`src/rtl/cpu_pkg.sv`:
```
// Shared definitions for the memory-access stage: opcodes, canned instructions
// and the stage state encoding.
package cpu_pkg;

  localparam logic [4:0]  OP_NOP = 5'd0;
  localparam logic [4:0]  OP_ST  = 5'd12;
  localparam logic [4:0]  OP_LD  = 5'd13;
  localparam logic [4:0]  OP_HLT = 5'd15;

  localparam logic [31:0] NOP_INSTR = 32'h0;
  localparam logic [31:0] HLT_INSTR = {OP_HLT, 27'b0};

  typedef enum logic {
    IDLE = 1'b0,
    REQ  = 1'b1
  } state_t;

  // Only LD and ST touch data memory; LDUMP/SDUMP and the rest pass through.
  function automatic logic is_mem_op(input logic [4:0] op);
    return (op == OP_LD) || (op == OP_ST);
  endfunction

endpackage

```
`src/rtl/mem_timeout_ctr.sv`:
```
// Loadable up-counter that flags when it reaches TIMEOUT-1, used to bound how
// long a data-memory request may wait for its acknowledge.
module mem_timeout_ctr #(
  parameter int TIMEOUT = 255
) (
  input  logic clk,
  input  logic rst_n,
  input  logic i_load,
  input  logic i_en,
  output logic o_terminal
);

  localparam int CW = (TIMEOUT > 1) ? $clog2(TIMEOUT) : 1;

  logic [CW-1:0] r_count;

  always_ff @(posedge clk or negedge rst_n) begin
    if (!rst_n) begin
      r_count <= '0;
    end else if (i_load) begin
      r_count <= '0;
    end else if (i_en) begin
      r_count <= r_count + 1'b1;
    end
  end

  assign o_terminal = (r_count == CW'(TIMEOUT - 1));

endmodule

```
`src/rtl/mem_stage.sv`:
```
// Memory-access pipeline stage: passes EX results to WB and runs LD/ST through
// a req/ack handshake, stalling upstream while a transaction is in flight.
module mem_stage
  import cpu_pkg::*;
#(
  parameter int ADDR_W  = 16,
  parameter int TIMEOUT = 255
) (
  input  logic              clk,
  input  logic              clr,
  input  logic [31:0]       IR3,
  input  logic [15:0]       Z3,
  input  logic [15:0]       B3,
  input  logic              flush,
  output logic              stall,
  output logic              mem_req,
  output logic              mem_we,
  output logic [ADDR_W-1:0] mem_addr,
  output logic [15:0]       mem_wdata,
  input  logic              mem_ack,
  input  logic [15:0]       mem_rdata,
  output logic [31:0]       IR4,
  output logic [15:0]       Z4,
  output logic [15:0]       data_out,
  output logic              mem_err
);

  state_t      r_state;
  logic [31:0] r_hold_ir;
  logic [15:0] r_hold_z;
  logic [15:0] r_hold_b;
  logic [31:0] r_ir4;
  logic [15:0] r_z4;
  logic [15:0] r_data_out;
  logic        r_mem_err;

  logic w_in_req;
  logic w_is_mem;
  logic w_ctr_load;
  logic w_ctr_en;
  logic w_terminal;

  assign w_in_req   = (r_state == REQ);
  assign w_is_mem   = is_mem_op(IR3[31:27]);
  assign w_ctr_load = !w_in_req && !flush && w_is_mem;
  assign w_ctr_en   = w_in_req && !flush && !mem_ack && !w_terminal;

  mem_timeout_ctr #(
    .TIMEOUT (TIMEOUT)
  ) u_timeout_ctr (
    .clk        (clk),
    .rst_n      (clr),
    .i_load     (w_ctr_load),
    .i_en       (w_ctr_en),
    .o_terminal (w_terminal)
  );

  // Bus outputs are forced to zero outside REQ so nothing stale leaks out.
  assign stall     = w_in_req;
  assign mem_req   = w_in_req;
  assign mem_we    = w_in_req && (r_hold_ir[31:27] == OP_ST);
  assign mem_addr  = w_in_req ? r_hold_z[ADDR_W-1:0] : '0;
  assign mem_wdata = w_in_req ? r_hold_b : '0;

  assign IR4      = r_ir4;
  assign Z4       = r_z4;
  assign data_out = r_data_out;
  assign mem_err  = r_mem_err;

  always_ff @(posedge clk or negedge clr) begin
    if (!clr) begin
      r_state    <= IDLE;
      r_hold_ir  <= '0;
      r_hold_z   <= '0;
      r_hold_b   <= '0;
      r_ir4      <= NOP_INSTR;
      r_z4       <= '0;
      r_data_out <= '0;
      r_mem_err  <= 1'b0;
    end else begin
      case (r_state)
        IDLE: begin
          if (flush) begin
            r_ir4 <= NOP_INSTR;
            r_z4  <= '0;
          end else if (w_is_mem) begin
            r_hold_ir <= IR3;
            r_hold_z  <= Z3;
            r_hold_b  <= B3;
            r_ir4     <= NOP_INSTR;
            r_state   <= REQ;
          end else begin
            r_ir4 <= IR3;
            r_z4  <= Z3;
          end
        end
        REQ: begin
          // A flush withdraws the request even if the ack arrives this cycle.
          if (flush) begin
            r_ir4   <= NOP_INSTR;
            r_state <= IDLE;
          end else if (mem_ack) begin
            r_ir4 <= r_hold_ir;
            r_z4  <= r_hold_z;
            if (r_hold_ir[31:27] == OP_LD) begin
              r_data_out <= mem_rdata;
            end
            r_state <= IDLE;
          end else if (w_terminal) begin
            r_ir4     <= HLT_INSTR;
            r_mem_err <= 1'b1;
            r_state   <= IDLE;
          end else begin
            r_ir4 <= NOP_INSTR;
          end
        end
        default: r_state <= IDLE;
      endcase
    end
  end

endmodule

```
`config.mk`:
```
export PLATFORM = sky130hd
export DESIGN_NAME = mem_stage
export DESIGN_NICKNAME = d
export VERILOG_FILES = /design/src/rtl/cpu_pkg.sv /design/src/rtl/mem_timeout_ctr.sv /design/src/rtl/mem_stage.sv
export SDC_FILE = /design/constraint.sdc
export NUM_CORES = 1
export LEC_CHECK = 0
export CORE_UTILIZATION = 50
export CTS_CLUSTER_DIAMETER = 30
export CTS_CLUSTER_SIZE = 25
export DETAILED_ROUTE_END_ITERATION = 10
export PLACE_DENSITY_LB_ADDON = 0.12
export SLEW_MARGIN = 20
export SYNTH_ARGS = -nofsm -noshare
export SYNTH_HDL_FRONTEND = slang
export SYNTH_SLANG_ARGS = --single-unit
```
`constraint.sdc`:
```
create_clock -name clk -period 3.5 [get_ports clk]
set_input_delay 0.7 -clock clk [delete_from_list [all_inputs] [get_ports clk]]
set_output_delay 0.7 -clock clk [all_outputs]
set_load 0.005 [all_outputs]
```
# Yosys cells after proc, flatten, opt, wreduce, memory -nomap -nowiden
# Index checks and enable logic that the tools add are counted.
[classes]
bitwise = 3
n_addsub = 1
reduce_logical = 16
eq_ne = 8
n_mux = 21
[ops]
columns = ["op", "count"]
rows = [
  ["two-way mux 32 bit", 4],
  ["two-way mux 16 bit", 6],
  ["case mux 32 bit (2 select lines)", 1],
  ["case mux 16 bit (2 select lines)", 1],
  ["two-way mux 31 bit", 1],
  ["== test 5 x 4 -> 1 bit (second input constant)", 4],
  ["two-way mux 8 bit", 2],
  ["adder 8 x 1 -> 8 bit (second input constant)", 1],
  ["== test 8 bit (second input constant)", 1],
  ["AND reduction 4 bit", 2],
  ["logical AND 1 bit", 6],
  ["AND reduction 3 bit", 2],
  ["two-way mux 1 bit", 5],
  ["zero test 1 bit", 4],
  ["inequality test 2 bit (second input constant)", 2],
  ["inequality test 3 bit (second input constant)", 1],
  ["NOT 1 bit", 3],
  ["case mux 1 bit (2 select lines)", 1],
  ["nonzero test 2 bit", 1],
  ["logical OR 1 bit", 1],
]
[totals]
output_inout_bits = 100
register_bits = 138
inputBits = 84
wordCells = 58

# Logic depth before layout (Yosys ltp)
# Gate-level depths: netlist (run 1).
[depth]
depth_word = 6
ltp_mapped = 7
mapped_depth_nobuf = 6

# Modules after synthesis
# Synthesis (run 1) repeated with hierarchy kept, for this count alone.
[hier_totals]
cells_unflattened = 475
hier_area_um2 = 5977.0
[modules_own_cells]
columns = ["module", "area_each_um2", "cells_per_inst", "instances", "seq_area_each_um2"]
rows = [
  ["mem_stage", 5566.6, 434, 1, 3253.1],
  ["mem_timeout_ctr", 410.4, 41, 1, 200.2],
]

# Least setup slack after synthesis (run 1)
# No wires, ideal clock.
[synth_path]
path_type = "register -> output"
startpoint = "register r_state, in the netlist mem_req"
endpoint = "output mem_wdata[10]"
required_ps = 2800
path_stages_with_launch = 5
path_buffers = 3
slack_ps = 1604
t_arrival_ps = 1196
cell_sequence = "dfrtp_1 buf_2 clkbuf_1 clkbuf_1 and2_1"
[synth_via]
elab_chain_cells = 1
[synth_lines]
columns = ["element", "line_no", "source"]
rows = [
  ["start: declaration", "mem_stage.sv:28", "state_t r_state;"],
  ["start signal: assignment", "mem_stage.sv:72", "r_state <= IDLE;"],
  ["start signal: assignment", "mem_stage.sv:91", "r_state <= REQ;"],
  ["start signal: assignment", "mem_stage.sv:101", "r_state <= IDLE;"],
  ["two-way mux 16 bit", "mem_stage.sv:63", "assign mem_wdata = w_in_req ? r_hold_b : '0;"],
  ["end: declaration", "mem_stage.sv:19", "output logic [15:0] mem_wdata,"],
]
# Every way passes these cells.

# Worst setup path in the final report (run 1)
[layout_path]
startpoint = "register r_state, in the netlist mem_req"
endpoint = "output mem_addr[9]"
[layout_via]
elab_chain_cells = 1
[layout_lines]
columns = ["element", "line_no", "source"]
rows = [
  ["two-way mux 16 bit", "mem_stage.sv:62", "assign mem_addr = w_in_req ? r_hold_z[ADDR_W-1:0] : '0;"],
  ["end: declaration", "mem_stage.sv:18", "output logic [ADDR_W-1:0] mem_addr,"],
]
# Every way passes these cells.

==> metrics.txt, run 1 <==
dpl cells=838; P_leak=0.00391 uW; vias in the first global route=4,463; Cell Rows=38; nets@finish=803; post-CTS resize count=0; area leader, netlist=dfrtp_1; Core ar.=10,900 um^2; Max Clk Rate=0.352 GHz; total grt overflow=0; critical path launch point type=flop; MaxCap Viol Count=0; Final period util=81.1%; synthesis-to-layout area growth=43.6%; Initial Util=51.8%; Worst Hold Class=in2async; Post-Synthesis Cell Area=5660 um^2; final cell count without fillers=869; clk buf depth=2; Fin. Hold Viols=0; hold_buf cts=0; Crit. End Element=output pin; post-CTS setup buffer count=0; synth cell count leaders=nand2_1 (184), dfrtp_1 (138), and2_1 (35), a21oi_1 (33), a22o_1 (31); first-pass GRT wire length=22,200 um; DRT Pass-1 Iters=7; Sink Count=138; placed instance area=7590 um^2; Root Buffer=clkbuf_16; most common cell in the netlist=nand2_1; RSZ-0062 raised after global routing=false; fin util=74.3%; Yosys cell types=35; critical path class=reg2out; skew final=0.00642 ns; syn_nets=624; Post-synth EDFFs=0; CTS tree=done; post-synthesis sequential area ratio=61.0%; vias post-DR=4,460; Die X=108 um; DPL Wire Length=9160 um; relative slew slack=45.3%; Die Area=11,800 um^2; final wirelength=13,900 um; ANT nets after route=0; # diodes=0; Inserted Clock Buffers=17; TNS Setup=0 ns; Synth Instances=538; fin crit period=2.84 ns; vias per cell=5.13; Final Max Slew Viols=0; largest cells by area after synthesis=dfrtp_1 (61%), nand2_1 (12%), a22o_1 (4.8%); CTS H-tree lvls=4; final instance area=8130 um^2; syn avg cell area=10.5 um^2; Post-synth ARST share=100%; final hold slack=0.312 ns; clock transition at the registers of the reported paths=0.05 ns; Initial DRC Count=235; pin count of the biggest net entering global routing=81; clock latency at the later pin of the worst-skew pair=0.41 ns; worst endpoint required time=2.80 ns; Yosys top cell area share=61.0%; YS warnings=0; layout cells sized above 1=8.50%; Critical Path AT=2.14 ns; DR WL/cell=16.0 um; Die Ht=108 um; antenna violations before repair=0; Global Route Usage Sum=25.0%; synthesized flop and latch total=138; status=complete, no violations; Layout fillers=768; CP Max Fanout=32; Least-Margin Pin Slew=0.820 ns; RD Place Congestion=0.769; I/O pin cnt=184; VDD IR max=0.277 mV; residual DRC count=0; Final setup viols=0; Pwr per Cell Area=495 nW/um^2; Main synth FF type=dfrtp_1; # port buffers=183
registers in the layout, summed over array words and instances (netlist names):
name and cells:
IR4 32, Z4 16, data_out 16, mem_err 1
mem_req 1, r_hold_b 16, r_hold_ir 32, r_hold_z 16
u_timeout_ctr.r_count 8
routing by layer:
metal	vias up	GRT usage, %	share of wire, %
li1	2124	-	-
met1	2171	31.6	42
met2	148	41.7	51
met3	17	5.36	5.5
met4	0	9.94	1.1
met5	-	0	0
power by group:
| group | total [uW] | switching, uW | internal (uW) | leakage, uW |
|---|---|---|---|---|
| clock network | 1640 | 632 | 1010 | 0.000260 |
| registers | 1900 | 111 | 1790 | 0.00179 |
| logic | 482 | 208 | 273 | 0.00186 |
final timing paths:
check	from	to	slack, ns	cells past startpoint
hold / removal	clr	r_hold_ir[11]	0.31	1
max in group asynchronous	clr	Z4[5]	2.39	2
hold reg to reg	mem_err	mem_err	0.47	1
setup reg to reg	mem_req	r_hold_b[8]	1.50	5
setup / recovery	mem_req	mem_addr[9]	0.66	3
min in group clk	mem_err	mem_err	0.47	1
cell families (layout without fill, tap and decap cells):
| group | Yosys count | after routing | synth area share [%] |
|---|---|---|---|
| AND/OR/NAND/NOR | 267 | 267 | 21.0 |
| AO/OA/AOI/OAI | 76 | 76 | 9.55 |
| buffers and inverters | 34 | 225 | 3.29 |
| flip-flops | 138 | 138 | 61.0 |
| adder cells (fa/ha/maj) | 2 | 2 | 0.442 |
| XOR/XNOR | 4 | 4 | 0.619 |
| multiplexers | 17 | 17 | 4.11 |
metrics by stage:
stage | setup WS, ns | power, uW
after global placement | 0.889 | 2370
after CTS | 0.645 | 4060
final | 0.660 | 4020
after detailed placement | 0.815 | 2410
after floorplan | 1.60 | 2100
after global routing | 0.564 | 4200
cell usage in the layout (no fill, tap or decap), types with 2 or more instances in the layout:
cell             netlist  routed
ha_1                   2       2
nand3_1                5       5
and2_1                35      34
a22o_1                31      31
dfrtp_1              138     138
mux2_4                11      11
and4_1                 2       2
clkbuf_1               6       5
buf_4                  6       6
a21o_1                 2       2
nand2b_1               7       7
a21oi_1               33      33
nor2_1                22      22
clkinvlp_4             0       2
inv_1                  3       3
mux2_2                 6       6
o21ai_0                2       2
clkbuf_8               0       2
clkinv_2               0       3
clkbuf_16              0      17
nand2_1              184     183
nor3_2                 1       2
nand4_1                3       3
xor2_1                 4       4
o211ai_1               3       3
clkdlybuf4s50_1        0     182
buf_12                 0       2
cell type report:
type	count	area, um^2	area share (%)
Sequential cell	138	3450	42.5
Multi-Input combinational cell	366	2030	25.0
Timing Repair Buffer	191	1920	23.6
Clock buffer	24	472	5.80
Tap cell	140	175	2.15
Clock inverter	7	68.8	0.847
Inverter	3	11.3	0.139
critical path, cell delays in order, from the launching register on:
cell and delay (ns):
dfrtp_1 0.59, buf_4 0.36, and2_1 0.24, clkdlybuf4s50_1 0.52
Note: power is estimated with default switching activity, not from simulation.
==> inputs of run 2 (changes only) <==
Settings changed: CORE_UTILIZATION 50 to 46.
Clock period 3.5 ns to 2.9 ns, I/O delays scaled along.
==> metrics.txt, run 2 (synthesis results as in run 1) <==
status=complete, no violations; most frequent cells in the layout=nand2_1 (183), clkdlybuf4s50_1 (182), dfrtp_1 (138); fin crit period=2.47 ns; synthesis-to-layout area growth=43.9%; Pwr per Cell Area=594 nW/um^2 (+20%); clock latency at the later pin of the worst-skew pair=0.41 ns (about the same); DRT Pass-1 Iters=4 (-3); Initial Util=47.1% (-4.6 points); Worst Hold Class=in2async; CP Max Fanout=41 (+28%); reg-to-reg startpoint=mem_req; TNS Setup=0 ns (unchanged); # diodes=0 (unchanged); post-CTS resize count=0 (unchanged); hold_buf cts=0 (unchanged); Global Route Usage Sum=22.7% (-2.3 points); P_leak=0.00392 uW (+0.39%); Final period util=85.3%; final instance area=8150 um^2 (+0.23%); # port buffers=183 (unchanged); Die Ht=113 um (+4.2%); Initial DRC Count=252 (+7.2%); Die X=113 um (+4.2%); relative slew slack=56.1% (+11 points); antenna violations before repair=0 (unchanged); crit path launch=mem_req; post-CTS setup buffer count=0 (unchanged); pin count of the biggest net entering global routing=70 (-14%); RD Place Congestion=0.745 (-3.2%); critical path class=reg2out; Crit. End Element=output pin; Critical Path AT=1.89 ns (-0.25 ns); CTS H-tree lvls=4 (unchanged); Fin. Hold Viols=0 (unchanged); layout cells sized above 1=8.52% (+0.012 points); VDD IR max=0.359 mV (+29%); Sink Count=138 (unchanged); I/O pin cnt=184 (unchanged); vias in the first global route=4,471 (+0.18%); placed instance area=7610 um^2 (+0.31%); MaxCap Viol Count=0 (unchanged); Least-Margin Pin Slew=0.658 ns (-0.162 ns); Final Max Slew Viols=0 (unchanged); Inserted Clock Buffers=17 (unchanged); Max Clk Rate=0.404 GHz; clock transition at the registers of the reported paths=0.05 ns (about the same); Final Power=4840 uW (+20%); ANT nets after route=0 (unchanged); residual DRC count=0 (unchanged); Root Buffer=clkbuf_16; total grt overflow=0 (unchanged); critical path launch point type=flop; skew final=0.0110 ns (+0.00461 ns); Core ar.=12,000 um^2 (+9.8%); first-pass GRT wire length=22,200 um (about the same); Cell Rows=40 (+5.3%); RSZ-0062 raised after global routing=false; CTS tree=done; Final setup viols=0 (unchanged); DR WL/cell=15.4 um (-3.4%); nets@finish=805 (+0.25%); vias post-DR=4,414 (-1.0%); DPL Wire Length=9020 um (-1.5%); clk buf depth=2 (unchanged); Layout fillers=949 (+24%); Die Area=12,800 um^2 (+8.5%); worst endpoint required time=2.32 ns (-0.48 ns); final wirelength=13,500 um (-2.8%); vias per cell=5.04 (-1.7%); most common cell after layout, fill and taps aside=nand2_1
-- run 2: path summary, 6_finish.rpt --
check                           endpoint  slack (ns)  cells after the start
setup / recovery            mem_addr[12]        0.43                      3
hold / removal                   IR4[12]        0.16                      1
setup reg to reg           r_hold_ir[15]        0.98                      6
hold reg to reg                  mem_err        0.46                      1
max in group asynchronous    r_hold_b[5]        1.91                      2
min in group clk                 mem_err        0.46                      1
-- run 2: cell type report --
class	instances	area [um^2]	area share [%]
multi-input combinational	366	2030	24.9
clock buffer	25	495	6.08
clock inverter	3	40.0	0.491
timing repair buffer	193	1930	23.7
sequential	138	3450	42.4
tap	147	184	2.26
inverter	3	11.3	0.138
-- run 2: worst max-delay path, stage by stage (launching register included) --
cell and delay, ns:
dfrtp_1 0.34, buf_4 0.35, and2_1 0.26, clkdlybuf4s50_1 0.52
-- run 2: metrics by stage --
step / worst slack [ns] / utilization, % / hold WS [ns] / instances
floorplan: 1.12 / - / 0.284 / 538
global placement: 0.482 / 63.4 / 0.449 / 847
detailed placement: 0.433 / 63.4 / 0.449 / 847
CTS: 0.415 / 67.8 / 0.180 / 875
global route: 0.342 / 67.8 / 0.199 / 875
finish: 0.427 / 67.8 / 0.158 / 875
-- run 2: report_power, final --
| part | internal, uW | total, uW | switching (uW) | leakage (uW) |
|---|---|---|---|---|
| Sequential | 2160 | 2290 | 126 | 0.00179 |
| Clock | 1250 | 1970 | 726 | 0.000265 |
| Combinational | 330 | 580 | 250 | 0.00187 |
-- run 2: per-layer routing --
metal	vias up	share of wire, %	GRT usage (%)
met5	-	0	0
met4	0	2.0	9.30
met3	21	6.5	6.80
met2	153	48	35.5
met1	2119	44	29.7
li1	2121	-	-
